`config.mk`:
```
export PLATFORM = sky130hd
export DESIGN_NAME = cpu_ctrl_flat
export DESIGN_NICKNAME = d
export VERILOG_FILES = /design/src/rtl/cpu_ctrl_if.sv /design/src/rtl/cpu_ctrl.sv /design/src/flat_wrapper.sv
export SDC_FILE = /design/constraint.sdc
export NUM_CORES = 1
export LEC_CHECK = 0
export BUFFER_PORTS_ARGS = -buffer_cell sky130_fd_sc_hd__buf_2
export CORE_ASPECT_RATIO = 2
export CORE_MARGIN = 8
export CORE_UTILIZATION = 53
export DETAILED_ROUTE_END_ITERATION = 7
export PLACE_DENSITY_LB_ADDON = 0.15
export SKIP_LAST_GASP = 1
export SLEW_MARGIN = 15
export SYNTH_ARGS = -nofsm -noshare
export SYNTH_HDL_FRONTEND = slang
export SYNTH_SLANG_ARGS = --single-unit
```
`constraint.sdc`:
```
create_clock -name CLK -period 3.4 [get_ports CLK]
set_input_delay 0.68 -clock CLK [delete_from_list [all_inputs] [get_ports CLK]]
set_output_delay 0.68 -clock CLK [all_outputs]
set_load 0.03 [all_outputs]
```
`src/rtl/cpu_ctrl_if.sv`:
```
// Control bus between cpu_ctrl and the single-cycle MIPS datapath.
// The slave modport is the controller side; master is the datapath side.
interface cpu_ctrl_if #(
  parameter int CNT_W = 32
);
  logic [5:0]       opcode;
  logic [5:0]       funct;
  logic             zero;
  logic             run;
  logic             step;
  logic             DMRST;
  logic             RFRST;
  logic             PCRRST;
  logic             DMWE;
  logic             RFWE;
  logic [3:0]       ALU_sel;
  logic             M_to_RF_sel;
  logic             ALU_in_sel1;
  logic             ALU_in_sel2;
  logic             PC_sel;
  logic             RFD_sel;
  logic             jump;
  logic             pc_en;
  logic             halted;
  logic             err;
  logic [CNT_W-1:0] retired;

  modport slave (
    input  opcode, funct, zero, run, step,
    output DMRST, RFRST, PCRRST, DMWE, RFWE, ALU_sel, M_to_RF_sel,
           ALU_in_sel1, ALU_in_sel2, PC_sel, RFD_sel, jump, pc_en,
           halted, err, retired
  );

  modport master (
    output opcode, funct, zero, run, step,
    input  DMRST, RFRST, PCRRST, DMWE, RFWE, ALU_sel, M_to_RF_sel,
           ALU_in_sel1, ALU_in_sel2, PC_sel, RFD_sel, jump, pc_en,
           halted, err, retired
  );
endinterface

```
`src/rtl/cpu_ctrl.sv`:
```
// Sequencing control for the single-cycle MIPS datapath: instruction decode,
// datapath reset sequencing and run/pause/step/halt execution control.
module cpu_ctrl #(
  parameter int RST_CYCLES = 4,
  parameter int CNT_W      = 32
) (
  input  logic       CLK,
  input  logic       RST,
  cpu_ctrl_if.slave  bus
);
  typedef enum logic [2:0] {RSTSEQ, IDLE, RUN, STEP, HALT} state_t;

  localparam logic [7:0] RST_LOAD = 8'(RST_CYCLES);
  localparam logic [3:0] ALU_AND = 4'b0000, ALU_OR  = 4'b0001, ALU_ADD = 4'b0010,
                         ALU_SUB = 4'b0110, ALU_SLT = 4'b0111, ALU_NOR = 4'b1100,
                         ALU_SLL = 4'b1000, ALU_SRL = 4'b1001;

  state_t           state_q, state_d;
  logic [7:0]       cnt_q;
  logic             err_q;
  logic [CNT_W-1:0] ret_q;

  logic       legal, is_halt;
  logic [3:0] alu;
  logic       rfwe, dmwe, m2rf, sel1, sel2, pcsel, rfd, jmp, pcen;
  logic       exec, stop, commit, wr_ok;

  // Raw decode, independent of state; gated below.
  always_comb begin
    legal = 1'b1; is_halt = 1'b0; alu = ALU_AND;
    rfwe = 1'b0; dmwe = 1'b0; m2rf = 1'b0; sel1 = 1'b0; sel2 = 1'b0;
    pcsel = 1'b0; rfd = 1'b0; jmp = 1'b0; pcen = 1'b0;
    case (bus.opcode)
      6'h00: begin
        rfwe = 1'b1; rfd = 1'b1; pcen = 1'b1;
        case (bus.funct)
          6'h20: alu = ALU_ADD;
          6'h22: alu = ALU_SUB;
          6'h24: alu = ALU_AND;
          6'h25: alu = ALU_OR;
          6'h27: alu = ALU_NOR;
          6'h2A: alu = ALU_SLT;
          6'h00: begin alu = ALU_SLL; sel1 = 1'b1; end
          6'h02: begin alu = ALU_SRL; sel1 = 1'b1; end
          default: begin legal = 1'b0; rfwe = 1'b0; rfd = 1'b0; pcen = 1'b0; end
        endcase
      end
      6'h23: begin alu = ALU_ADD; sel2 = 1'b1; m2rf = 1'b1; rfwe = 1'b1; pcen = 1'b1; end
      6'h2B: begin alu = ALU_ADD; sel2 = 1'b1; dmwe = 1'b1; pcen = 1'b1; end
      6'h08: begin alu = ALU_ADD; sel2 = 1'b1; rfwe = 1'b1; pcen = 1'b1; end
      6'h04: begin alu = ALU_SUB; pcsel = bus.zero;  pcen = 1'b1; end
      6'h05: begin alu = ALU_SUB; pcsel = !bus.zero; pcen = 1'b1; end
      6'h02: begin jmp = 1'b1; pcen = 1'b1; end
      6'h3F: is_halt = 1'b1;
      default: legal = 1'b0;
    endcase
  end

  assign exec   = (state_q == RUN) || (state_q == STEP);
  assign stop   = exec && (is_halt || !legal);
  assign commit = exec && legal && !is_halt;
  // RST in an executing cycle must keep that cycle's writes off the datapath.
  assign wr_ok  = exec && !RST;

  assign bus.DMWE        = wr_ok & dmwe;
  assign bus.RFWE        = wr_ok & rfwe;
  assign bus.pc_en       = wr_ok & pcen;
  assign bus.ALU_sel     = exec ? alu : 4'b0000;
  assign bus.M_to_RF_sel = exec & m2rf;
  assign bus.ALU_in_sel1 = exec & sel1;
  assign bus.ALU_in_sel2 = exec & sel2;
  assign bus.PC_sel      = exec & pcsel;
  assign bus.RFD_sel     = exec & rfd;
  assign bus.jump        = exec & jmp;

  assign bus.DMRST   = (state_q == RSTSEQ);
  assign bus.RFRST   = (state_q == RSTSEQ);
  assign bus.PCRRST  = (state_q == RSTSEQ);
  assign bus.halted  = (state_q == HALT);
  assign bus.err     = err_q;
  assign bus.retired = ret_q;

  always_comb begin
    state_d = state_q;
    case (state_q)
      RSTSEQ: if (cnt_q == 8'd1) state_d = IDLE;
      IDLE: begin
        if (bus.run)       state_d = RUN;
        else if (bus.step) state_d = STEP;
      end
      RUN: begin
        if (stop)          state_d = HALT;
        else if (!bus.run) state_d = IDLE;
      end
      STEP:    state_d = stop ? HALT : IDLE;
      HALT:    state_d = HALT;
      default: state_d = RSTSEQ;
    endcase
    if (RST) state_d = RSTSEQ;
  end

  always_ff @(posedge CLK) begin
    state_q <= state_d;
    if (RST) begin
      cnt_q <= RST_LOAD;
      err_q <= 1'b0;
      ret_q <= '0;
    end else begin
      if (state_q == RSTSEQ) cnt_q <= cnt_q - 8'd1;
      if (exec && !legal)    err_q <= 1'b1;
      if (commit)            ret_q <= ret_q + 1'b1;
    end
  end
endmodule

```
`src/flat_wrapper.sv`:
```
// flat-port wrapper written by rule: the top's interface ports become plain ports
module cpu_ctrl_flat 
#(
  parameter int RST_CYCLES = 4,
  parameter int CNT_W      = 32
)
  (CLK, RST, bus_opcode, bus_funct, bus_zero, bus_run, bus_step, bus_DMRST, bus_RFRST, bus_PCRRST, bus_DMWE, bus_RFWE, bus_ALU_sel, bus_M_to_RF_sel, bus_ALU_in_sel1, bus_ALU_in_sel2, bus_PC_sel, bus_RFD_sel, bus_jump, bus_pc_en, bus_halted, bus_err, bus_retired);
  cpu_ctrl_if #(.CNT_W(CNT_W)) bus_i ();
  input  logic CLK;
  input  logic RST;
  input wire logic [$bits(bus_i.opcode)-1:0] bus_opcode;
  input wire logic [$bits(bus_i.funct)-1:0] bus_funct;
  input wire logic [$bits(bus_i.zero)-1:0] bus_zero;
  input wire logic [$bits(bus_i.run)-1:0] bus_run;
  input wire logic [$bits(bus_i.step)-1:0] bus_step;
  output wire logic [$bits(bus_i.DMRST)-1:0] bus_DMRST;
  output wire logic [$bits(bus_i.RFRST)-1:0] bus_RFRST;
  output wire logic [$bits(bus_i.PCRRST)-1:0] bus_PCRRST;
  output wire logic [$bits(bus_i.DMWE)-1:0] bus_DMWE;
  output wire logic [$bits(bus_i.RFWE)-1:0] bus_RFWE;
  output wire logic [$bits(bus_i.ALU_sel)-1:0] bus_ALU_sel;
  output wire logic [$bits(bus_i.M_to_RF_sel)-1:0] bus_M_to_RF_sel;
  output wire logic [$bits(bus_i.ALU_in_sel1)-1:0] bus_ALU_in_sel1;
  output wire logic [$bits(bus_i.ALU_in_sel2)-1:0] bus_ALU_in_sel2;
  output wire logic [$bits(bus_i.PC_sel)-1:0] bus_PC_sel;
  output wire logic [$bits(bus_i.RFD_sel)-1:0] bus_RFD_sel;
  output wire logic [$bits(bus_i.jump)-1:0] bus_jump;
  output wire logic [$bits(bus_i.pc_en)-1:0] bus_pc_en;
  output wire logic [$bits(bus_i.halted)-1:0] bus_halted;
  output wire logic [$bits(bus_i.err)-1:0] bus_err;
  output wire logic [$bits(bus_i.retired)-1:0] bus_retired;
  assign bus_i.opcode = bus_opcode;
  assign bus_i.funct = bus_funct;
  assign bus_i.zero = bus_zero;
  assign bus_i.run = bus_run;
  assign bus_i.step = bus_step;
  assign bus_DMRST = bus_i.DMRST;
  assign bus_RFRST = bus_i.RFRST;
  assign bus_PCRRST = bus_i.PCRRST;
  assign bus_DMWE = bus_i.DMWE;
  assign bus_RFWE = bus_i.RFWE;
  assign bus_ALU_sel = bus_i.ALU_sel;
  assign bus_M_to_RF_sel = bus_i.M_to_RF_sel;
  assign bus_ALU_in_sel1 = bus_i.ALU_in_sel1;
  assign bus_ALU_in_sel2 = bus_i.ALU_in_sel2;
  assign bus_PC_sel = bus_i.PC_sel;
  assign bus_RFD_sel = bus_i.RFD_sel;
  assign bus_jump = bus_i.jump;
  assign bus_pc_en = bus_i.pc_en;
  assign bus_halted = bus_i.halted;
  assign bus_err = bus_i.err;
  assign bus_retired = bus_i.retired;
  cpu_ctrl #(.RST_CYCLES(RST_CYCLES), .CNT_W(CNT_W)) u_core (.CLK(CLK), .RST(RST), .bus(bus_i));
endmodule
```
# Yosys cells after proc, flatten, opt, wreduce, memory -nomap -nowiden
# Cells that the tools add are included.
op_classes:
  addsub: 2
  reduce_logical: 22
  eq_ne: 22
  muxes: 23
  bitwise: 9
op_table:
  columns: ["operator", "n"]
  rows:
  - ["6-bit equality test, second input constant", 9]
  - ["32-bit by 1-bit adder with 32-bit output, second input constant", 1]
  - ["4-bit case mux with 7 select lines", 1]
  - ["3-bit 2-to-1 mux", 6]
  - ["3-bit case mux with 5 select lines", 1]
  - ["6-bit by 2-bit equality test with 1-bit output, second input constant", 2]
  - ["6-bit by 3-bit equality test with 1-bit output, second input constant", 2]
  - ["6-bit zero test", 2]
  - ["4-bit case mux with 3 select lines", 1]
  - ["1-bit AND", 9]
  - ["1-bit 2-to-1 mux", 9]
  - ["8-bit by 1-bit equality test with 1-bit output, second input constant", 1]
  - ["1-bit case mux with 2 select lines", 4]
  - ["8-bit OR reduction", 1]
  - ["8-bit by 1-bit subtractor with 8-bit output, second input constant", 1]
  - ["7-bit OR reduction", 1]
  - ["3-bit by 2-bit equality test with 1-bit output, second input constant", 2]
  - ["6-bit by 4-bit equality test with 1-bit output, second input constant", 1]
  - ["2-bit OR reduction", 3]
  - ["6-bit OR reduction", 1]
  - ["1-bit logical AND", 5]
  - ["1-bit zero test", 4]
  - ["4-bit 2-to-1 mux", 1]
  - ["3-bit by 1-bit equality test with 1-bit output, second input constant", 1]
  - ["8 further kinds", 9]
totals:
  word_cells: 82
  in_bits: 17
  regBits: 44

# Logic depth before layout (Yosys ltp)
# Gate-level depths: netlist (run 1).
logic_depth:
  depth_word: 9
  depth_mapped: 9

# Worst setup path before layout (run 1)
# No wires, ideal clock.
synth_path:
  path_type: "input to output"
  start: "input bus_opcode[0]"
  end: "output bus_pc_en"
  arrival_time_ns: 2.970
  required_time_ns: 2.720
  slack_ns: -0.250
  cell_stages: 7
  path_cell_list: "or3_1 > or4_1 > a311o_2 > buf_6 > buf_6 > and2_1 > nor3_1"
synth_between:
  elab_chain_len: 4
  word_cells_on_any_way: 10
synth_rtl:
  columns: ["item", "line_no", "source"]
  rows:
  - ["start, declared", "flat_wrapper.sv:11", "input wire logic [$bits(bus_i.opcode)-1:0] bus_opcode;"]
  - ["6-bit equality test, or another cell as far along", "cpu_ctrl.sv:33", "case (bus.opcode)"]
  - ["6-bit OR reduction (no source line)", null, null]
  - ["1-bit case mux with 2 select lines (*)", "cpu_ctrl.sv:33", null]
  - ["1-bit AND (*)", "cpu_ctrl.sv:67", "assign bus.pc_en = wr_ok & pcen;"]
  - ["end, declared", "flat_wrapper.sv:28", "output wire logic [$bits(bus_i.pc_en)-1:0] bus_pc_en;"]
# Every way passes the cells marked *; elsewhere a longest branch is shown, timed or not.

# Worst setup path in the final report (run 1)
# Ends and elaborated chain as after synthesis.

==> impl_metrics.env, run 1 <==
export IMPL_critical_path_max_stage_delay_ps=420
export IMPL_slowest_stage="or4_1"
export IMPL_ys_seq_elements=44
export IMPL_clkTransAtPathRegs_ps=70
export IMPL_grt_antenna_before_repair=0
export IMPL_worst_setup_path_start_kind="input port"
export IMPL_dieArea_mm2=0.007717
export IMPL_synth_top_cells_by_area="dfxtp_1 (33%), xnor2_1 (11%), a2111oi_2 (9.5%)"
export IMPL_status="finished clean"
export IMPL_clk_path_buf_depth=2
export IMPL_route_antenna_remaining_nets=0
export IMPL_io_buffers=66
export IMPL_drt_iter0_markers=122
export IMPL_grt_overflow_total=0
export IMPL_synthFlopType="dfxtp_1"
export IMPL_total_power_w=0.001360
export IMPL_worstMarginPinSlew_ps=843.3
export IMPL_synth_area_mm2=0.002676
export IMPL_fin_skew_ps=8.081
export IMPL_wire_per_inst_um=15.59
export IMPL_maxSlewHeadroom=0.4378
export IMPL_cp_max_fo=6
export IMPL_ios=67
export IMPL_yosysWarnings=0
export IMPL_use_met1=0.1699
export IMPL_worstSetupPathType="input port to output port"
export IMPL_ir_drop_mv=0.5456
export IMPL_synth_edf_count=0
export IMPL_p_leak_nw=1.115
export IMPL_critPathMostFrequentCell="buf_2"
export IMPL_hp_class="flip-flop to flip-flop"
export IMPL_cts_resized=0
export IMPL_seq_area_frac_synth=0.3291
export IMPL_ctsRootBufferMaster="clkbuf_8"
export IMPL_finalWirelength_um=6624
export IMPL_syn_nets=326
export IMPL_drcViolationCount=0
export IMPL_critical_path_top_delay_family="simple AND/OR/NAND/NOR gates"
export IMPL_dp_hpwl_um=5029
export IMPL_setup_viol=0
export IMPL_hold_ws_ps=474.1
export IMPL_synth_common_cells="nor2_1 (53), dfxtp_1 (44), xnor2_1 (34)"
export IMPL_cts_sinks=44
export IMPL_hold_viol=0
export IMPL_rsz0062_at_grt="no"
export IMPL_grtUsageTotal=0.1715
export IMPL_report_final_slew_viol_count=0
export IMPL_post_cts_buffers=0
export IMPL_use_met2=0.3065
export IMPL_synthArstFlopShare=0
export IMPL_clk_insertion_delay_late_ps=300
export IMPL_numCtsBuffers=5
export IMPL_cts_tree="yes"
export IMPL_core_area_mm2=0.004865
export IMPL_fin_ws_ps=167.8
export IMPL_drtPass1Iterations=4
export IMPL_final_util=0.6422
export IMPL_cp_end_kind="output port"
export IMPL_die_h_um=116.5
export IMPL_period_share=0.9506
export IMPL_pre_cts_ws_ps=191.3
export IMPL_cp_buffers_inverters=2
export IMPL_syn_avg_cell_area_um2=8.746
export IMPL_num_rows=36
export IMPL_max_freq_mhz=309.4
export IMPL_via_per_inst=5.859
export IMPL_fp_dieW_um=66.25
export IMPL_areaGrowthSynthToFinish_pct=16.74
export IMPL_synth_most_common_cell="nor2_1"
export IMPL_synthCells=306
export IMPL_layout_drive_gt1_share=0.3043
export IMPL_grtUsageMet3=0.04515
export IMPL_vias=2490
export IMPL_grt_max_degree=29
export IMPL_synth_top_area_frac=0.3291
export IMPL_initial_core_util=0.5502
export IMPL_place_congestion=0.8918
export IMPL_grt_pass1_wl_um=10750
export IMPL_nets=387
export IMPL_cp_arrival_ps=2550
export IMPL_ys_types=46
export IMPL_ctsHoldBuffers=0
export IMPL_cts_htree_levels=2
export IMPL_period_minus_slack_ps=3232
export IMPL_cp_required_ps=2720
export IMPL_crit_path_cell_trace="buf_2 -> or3_1 -> or4_1 -> a311o_2 -> and2_1 -> nor3_2 -> buf_2"
export IMPL_tns_ps=0
export IMPL_diodes=0
export IMPL_grt_pass1_vias=2459
export IMPL_drv_cap=0
export IMPL_power_per_cell_area_mw_per_mm2=435.3
export IMPL_n_fill_cell=475
export IMPL_yosysTopAreaCell="dfxtp_1"
export IMPL_busiest_layer="met2"
[worst reg2reg max path: stages, from the launching register on]
cell and delay, ps:
dfxtp_1 340, nand2b_1 300, a41oi_1 450, nand4_1 160, buf_4 230, a2111oi_2 430
xnor2_1 160, nor2_1 50
[layer usage]
metal / vias to the layer above / part of all wire
met1: 1190 / 0.38
met3: 18 / 0.066
met2: 65 / 0.53
met4: 0 / 0.030
met5: - / 0
li1: 1217 / -
[registers in the layout, indices dropped and copies added (netlist names)]
name,cells
u_core.state_q,3
u_core.bus.retired,32
u_core.cnt_q,8
u_core.bus.err,1
[logic make-up after synthesis]
kind of cell / share of synthesized area
AOI/OAI and AO/OA: 0.2235
xor gates and xnor gates: 0.1178
adders and majority gates: 0.01403
buffers and inverters: 0.05797
DFF: 0.3291
muxes: 0.01215
and+or+nand+nor: 0.2454
[final timing paths]
check / start / endpoint / slack [ps] / cells past startpoint
hold reg to reg: u_core.bus.err / u_core.bus.err / 470 / 2
setup / recovery: bus_opcode[0] / bus_pc_en / 170 / 7
setup reg to reg: u_core.state_q[2] / u_core.bus.retired[24] / 1170 / 7
hold / removal: u_core.bus.err / u_core.bus.err / 470 / 2
[cells in the final DEF, fill, tap and decap left out, types with 2 or more instances in the layout]
cell type	Yosys	final
or4b_2	2	2
or3_1	4	4
a2111oi_2	17	17
and3_1	5	5
nand2b_1	3	3
a2111oi_4	2	2
xnor2_1	34	34
inv_1	12	12
or4_1	2	2
ha_1	3	3
and2_1	2	2
nand3_1	15	15
nand4_1	9	9
clkbuf_1	7	2
a31oi_1	4	4
o21ai_0	8	8
clkbuf_8	0	6
buf_2	1	66
dfxtp_1	44	44
o211ai_1	2	2
nor2_1	53	53
a211oi_2	6	7
nor2b_1	2	2
a211oi_1	3	2
nor3_1	7	6
and4_1	4	4
a21oi_1	8	8
nor4_1	3	3
buf_4	3	6
nand2_1	18	18
xor2_1	2	2
[final cells by class]
cell class / instances / area (um2) / area share
clock buffers: 8 / 90.09 / 0.02883
repair buffers: 72 / 375.4 / 0.1201
well taps: 57 / 71.32 / 0.02283
inverters: 12 / 45.04 / 0.01442
multi-input cells: 232 / 1662 / 0.5318
flip-flops and latches: 44 / 880.8 / 0.2819
[power breakdown]
group / switching, W / leakage (nW) / internal, W
sequential: 0.0000461 / 0.356 / 0.000565
combinational: 0.000259 / 0.714 / 0.000147
clock: 0.000177 / 0.0455 / 0.000166
total: 0.000481 / 1.12 / 0.000878
[through the flow]
stage,instance area [um2],instances
4_1_cts,3124,425
2_1_floorplan,2686,306
6_report,3124,425
3_3_place_gp,3034,417
3_5_place_dp,3034,417
5_1_grt,3124,425
Note: power is estimated with default switching activity, not from simulation.
==> inputs of run 2 (changes only) <==
==> constraint.sdc (replaced) <==
create_clock -name CLK -period 3.4 [get_ports CLK]
set_input_delay 0.17 -clock CLK [delete_from_list [all_inputs] [get_ports CLK]]
set_output_delay 0.17 -clock CLK [all_outputs]
set_load 0.03 [all_outputs]
==> run 2 against run 1 <==
Net effect: design area fell by 0.44%; critical path type unchanged; maximum frequency rose by 21%; sequential power about the same; clock power rose by 22%; first-iteration DRC count increased by 15%; critical endpoint unchanged; largest cell class unchanged; worst hold slack got worse by 390 ps.
==> impl_metrics.env, run 2 (same netlist as run 1, synthesis figures left out) <==
export IMPL_final_area_mm2=0.003110
export IMPL_grt_pass1_vias=2512
export IMPL_route_antenna_remaining_nets=0
export IMPL_hold_ws_ps=85.89
export IMPL_clkTransAtPathRegs_ps=90
export IMPL_p_leak_nw=1.110
export IMPL_fp_dieW_um=66.25
export IMPL_dieArea_mm2=0.007717
export IMPL_final_cells=421
export IMPL_cts_sinks=44
export IMPL_grtUsageTotal=0.1759
export IMPL_largest_reg_flops=32
export IMPL_maxSlewHeadroom=0.3009
export IMPL_cts_resized=0
export IMPL_post_cts_buffers=0
export IMPL_drt_iter0_markers=140
export IMPL_drcViolationCount=0
export IMPL_num_rows=36
export IMPL_grt_pass1_wl_um=11020
export IMPL_ir_drop_mv=0.4431
export IMPL_finalWirelength_um=6630
export IMPL_worstMarginPinSlew_ps=1046
export IMPL_fin_skew_ps=10.82
export IMPL_period_minus_slack_ps=2669
export IMPL_drtPass1Iterations=4
export IMPL_rsz0062_at_grt="no"
export IMPL_tns_ps=0
export IMPL_ctsRootBufferMaster="clkbuf_8"
export IMPL_hp_class="input port to flip-flop"
export IMPL_worst_setup_path_start_kind="input port"
export IMPL_place_congestion=0.8591
export IMPL_numCtsBuffers=5
export IMPL_areaGrowthSynthToFinish_pct=16.22
export IMPL_nets=383
export IMPL_setup_viol=0
export IMPL_via_per_inst=5.815
export IMPL_grt_antenna_before_repair=0
export IMPL_diodes=0
export IMPL_clk_insertion_delay_late_ps=310
export IMPL_rrSetupSlack_ps=1190
export IMPL_period_share=0.7849
export IMPL_grt_overflow_total=0
export IMPL_layout_commonest_cell="buf_2"
export IMPL_cp_arrival_ps=2500
export IMPL_io_buffers=66
export IMPL_place_inst=413
export IMPL_core_area_mm2=0.004865
export IMPL_grt_max_degree=50
export IMPL_cts_tree="yes"
export IMPL_worstSetupPathType="input port to output port"
export IMPL_clk_path_buf_depth=2
export IMPL_max_freq_mhz=374.7
export IMPL_cp_end_kind="output port"
export IMPL_dp_hpwl_um=5029
export IMPL_vias=2448
export IMPL_ios=67
export IMPL_cts_htree_levels=2
export IMPL_power_per_cell_area_mw_per_mm2=461.9
export IMPL_final_util=0.6394
export IMPL_layout_common_cells="buf_2 (66), nor2_1 (53), dfxtp_1 (44), xnor2_1 (34), nand2_1 (18)"
export IMPL_report_final_slew_viol_count=0
export IMPL_drv_cap=0
export IMPL_hold_viol=0
export IMPL_cp_max_fo=30
export IMPL_die_h_um=116.5
export IMPL_status="finished clean"
export IMPL_cp_required_ps=3230
export IMPL_layout_drive_gt1_share=0.2967
export IMPL_initial_core_util=0.5502
export IMPL_placed_cell_area_mm2=0.002994
export IMPL_wire_per_inst_um=15.75
export IMPL_ctsHoldBuffers=0
run 2: cell count changes in the layout (fill, tap and decap cells not counted), sizes merged:
cell    delta
bufinv     +1
clkbuf     -3
clkinv     +2
buf        -4
run 2: power breakdown:
| part | leakage [nW] | switching, W | internal, W |
|---|---|---|---|
| Clock | 0.0583 | 0.000196 | 0.000222 |
| Combinational | 0.696 | 0.000261 | 0.000147 |
| Sequential | 0.356 | 0.0000472 | 0.000565 |
run 2: worst max-delay path, cell delays in order:
cell and delay (ps):
buf_2 130, or3_1 390, or4_1 410, a311o_2 700, and2_1 310, nor3_1 140
buf_2 230
run 2: worst paths after layout:
| kind | to | cells after the start | startpoint |
|---|---|---|---|
| worst min-delay path | u_core.state_q[0] | 2 | bus_run |
| worst min register to register | u_core.bus.err | 2 | u_core.bus.err |
| worst max-delay path | bus_pc_en | 7 | bus_opcode[0] |
| worst max register to register | u_core.state_q[0] | 5 | u_core.state_q[2] |
run 2: stage by stage:
step | setup WS, ps | power, W
2_1_floorplan | 770.0 | 0.0009416
3_3_place_gp | 712.6 | 0.001026
3_5_place_dp | 640.0 | 0.001036
4_1_cts | 733.6 | 0.001451
5_1_grt | 605.1 | 0.001519
6_report | 731.4 | 0.001437
run 2: area by class of cell:
type	instances	area [um2]
fill	461	1754
timing repair buffer	68	345.3
clock buffer	5	68.82
multi-input combinational	232	1652
inverter	12	45.04
sequential	44	880.8
tap	57	71.32
clock inverter	3	47.55
run 2: routing by layer:
metal  vias to the layer above  part of all wire  track usage
met4                         0             0.022      0.08752
met1                      1162              0.37       0.1698
li1                       1216                 -            -
met2                        59              0.55       0.3286
met5                         -                 0            0
met3                        11             0.066      0.04227
==> inputs of run 3 (changes only) <==
Settings changed: CORE_UTILIZATION 53 to 48.
Clock period 3.4 ns to 2.4 ns, I/O delays scaled along.
==> run 3 against run 2 <==
Net effect: utilization fell by 4.6 points; die area rose by 8.4%; worst hold slack got worse by 43 ps; sequential power rose by 42%; sequential share of layout area fell by 0.94 points; wire length rose by 0.33%; combinational power rose by 43%; critical path depth rose by 1; critical endpoint unchanged.
==> impl_metrics.env, run 3 (same netlist as run 1, synthesis figures left out) <==
export IMPL_status="finished clean"
export IMPL_hold_path_depth=2
export IMPL_maxSlewHeadroom=0.5770
export IMPL_grt_pass1_wl_um=11010
export IMPL_holdCritStartpoint="bus_run"
export IMPL_clkTransAtPathRegs_ps=70
export IMPL_report_final_slew_viol_count=0
export IMPL_dp_hpwl_um=5046
export IMPL_period_share=0.9425
export IMPL_dieArea_mm2=0.008366
export IMPL_hp_class="input port to flip-flop"
export IMPL_rsz0062_at_grt="no"
export IMPL_crit_path_cell_trace="buf_2 -> or3_1 -> or4_1 -> a311o_2 -> buf_12 -> and2_1 -> nor3_2 -> buf_2"
export IMPL_critical_path_top_delay_family="simple AND/OR/NAND/NOR gates"
export IMPL_final_util=0.5935
export IMPL_route_antenna_remaining_nets=0
export IMPL_power_per_cell_area_mw_per_mm2=582.4
export IMPL_p_leak_nw=1.172
export IMPL_r2r_start="u_core.state_q[1]"
export IMPL_cp_max_fo=28
export IMPL_ios=67
export IMPL_pre_cts_ws_ps=-10.23
export IMPL_hold_ws_ps=43.29
export IMPL_diodes=0
export IMPL_drv_cap=0
export IMPL_hold_viol=0
export IMPL_ctsHoldBuffers=0
export IMPL_io_buffers=66
export IMPL_drtPass1Iterations=4
export IMPL_largest_reg_flops=32
export IMPL_reg2reg_to="u_core.bus.retired[22]"
export IMPL_n_fill_cell=520
export IMPL_period_minus_slack_ps=2262
export IMPL_wire_per_inst_um=15.26
export IMPL_reg2reg_depth=7
export IMPL_fp_dieW_um=68.80
export IMPL_layout_drive_gt1_share=0.3245
export IMPL_areaGrowthSynthToFinish_pct=20.20
export IMPL_slowest_stage="or4_1"
export IMPL_via_per_inst=5.610
export IMPL_rrSetupSlack_ps=200
export IMPL_grt_max_degree=33
export IMPL_cp_required_ps=2280
export IMPL_drt_iter0_markers=88
export IMPL_cts_htree_levels=2
export IMPL_grt_pass1_vias=2423
export IMPL_grt_overflow_total=0
export IMPL_critical_path_max_stage_delay_ps=410
export IMPL_core_area_mm2=0.005420
export IMPL_fin_ws_ps=138.0
export IMPL_initial_core_util=0.4938
export IMPL_die_h_um=121.6
export IMPL_cts_sinks=44
export IMPL_numCtsBuffers=5
export IMPL_cp_buffers_inverters=3
export IMPL_ctsRootBufferMaster="clkbuf_8"
export IMPL_grt_antenna_before_repair=0
export IMPL_cp_arrival_ps=2140
export IMPL_whs_endpoint="u_core.state_q[0]"
export IMPL_clk_path_buf_depth=2
export IMPL_layout_commonest_cell="buf_2"
export IMPL_drcViolationCount=0
export IMPL_ir_drop_mv=0.6953
export IMPL_setup_viol=0
export IMPL_critPathMostFrequentCell="buf_2"
export IMPL_clk_insertion_delay_late_ps=300
export IMPL_finalWirelength_um=6652
export IMPL_nets=398
export IMPL_grtUsageTotal=0.1641
export IMPL_vias=2446
export IMPL_worst_setup_path_start_kind="input port"
export IMPL_fin_skew_ps=10.03
export IMPL_max_freq_mhz=442.1
export IMPL_num_rows=38
export IMPL_worstSetupPathType="input port to output port"
export IMPL_place_congestion=0.8353
export IMPL_cts_tree="yes"
export IMPL_layout_common_cells="buf_2 (65), nor2_1 (53), dfxtp_1 (44), xnor2_1 (34), nand2_1 (18)"
export IMPL_cp_end_kind="output port"
export IMPL_worstMarginPinSlew_ps=634.4
==> run 3: cell count changes in the layout (fill, tap and decap cells not counted), sizes merged <==
cell	before	now
clkinv	2	0
bufinv	1	0
buf	68	83
==> run 3: worst max path at each step <==
stage / slack, ps / startpoint / to / cells after the start
after floorplan: 100 / u_core.state_q[0] / u_core.cnt_q[5] / 5
after global placement: 40 / bus_opcode[0] / u_core.bus.retired[29] / 8
after detailed placement: -10 / bus_opcode[0] / u_core.bus.retired[25] / 8
after CTS: 60 / bus_opcode[0] / bus_RFWE / 8
after global routing: 40 / u_core.state_q[1] / u_core.bus.retired[22] / 7
final: 140 / bus_opcode[0] / bus_pc_en / 8
==> run 3: metal layers <==
layer  GRT usage  vias to the layer above  wire length, um
met2      0.3008                       45             3674
met5           0                        -                0
li1            -                     1236                -
met4     0.06195                        0              105
met1      0.1678                     1157             2466
met3     0.04048                        8              406
==> run 3: what timing repair did <==
item	4_1_cts	5_1_grt
endpoints found under the setup margin	0	1
setup buffers	0	0
gates resized for setup	0	2
==> run 3: stage by stage <==
| step | cells | total power [W] | TNS (ps) | instance area (um2) |
|---|---|---|---|---|
| after floorplan | 306 | 0.001335 | 0 | 2686 |
| after global placement | 431 | 0.001463 | 0 | 3146 |
| after detailed placement | 431 | 0.001472 | -10.23 | 3146 |
| after CTS | 436 | 0.001904 | 0 | 3214 |
| after global routing | 436 | 0.001993 | 0 | 3217 |
| final | 436 | 0.001873 | 0 | 3217 |
==> run 3: layout make-up <==
type                       count  area [um2]  area share
multi-input combinational    232        1662      0.5165
inverter                      12       45.04     0.01400
clock buffer                   5       68.82     0.02139
sequential                    44       880.8      0.2738
tap                           60       75.07     0.02334
timing repair buffer          83       485.5      0.1509
==> run 3: where the power goes <==
| group | switching, W | leakage (nW) | internal, W |
|---|---|---|---|
| clock network | 0.000236 | 0.0359 | 0.000188 |
| registers | 0.0000651 | 0.356 | 0.000801 |
| logic | 0.000364 | 0.780 | 0.000219 |
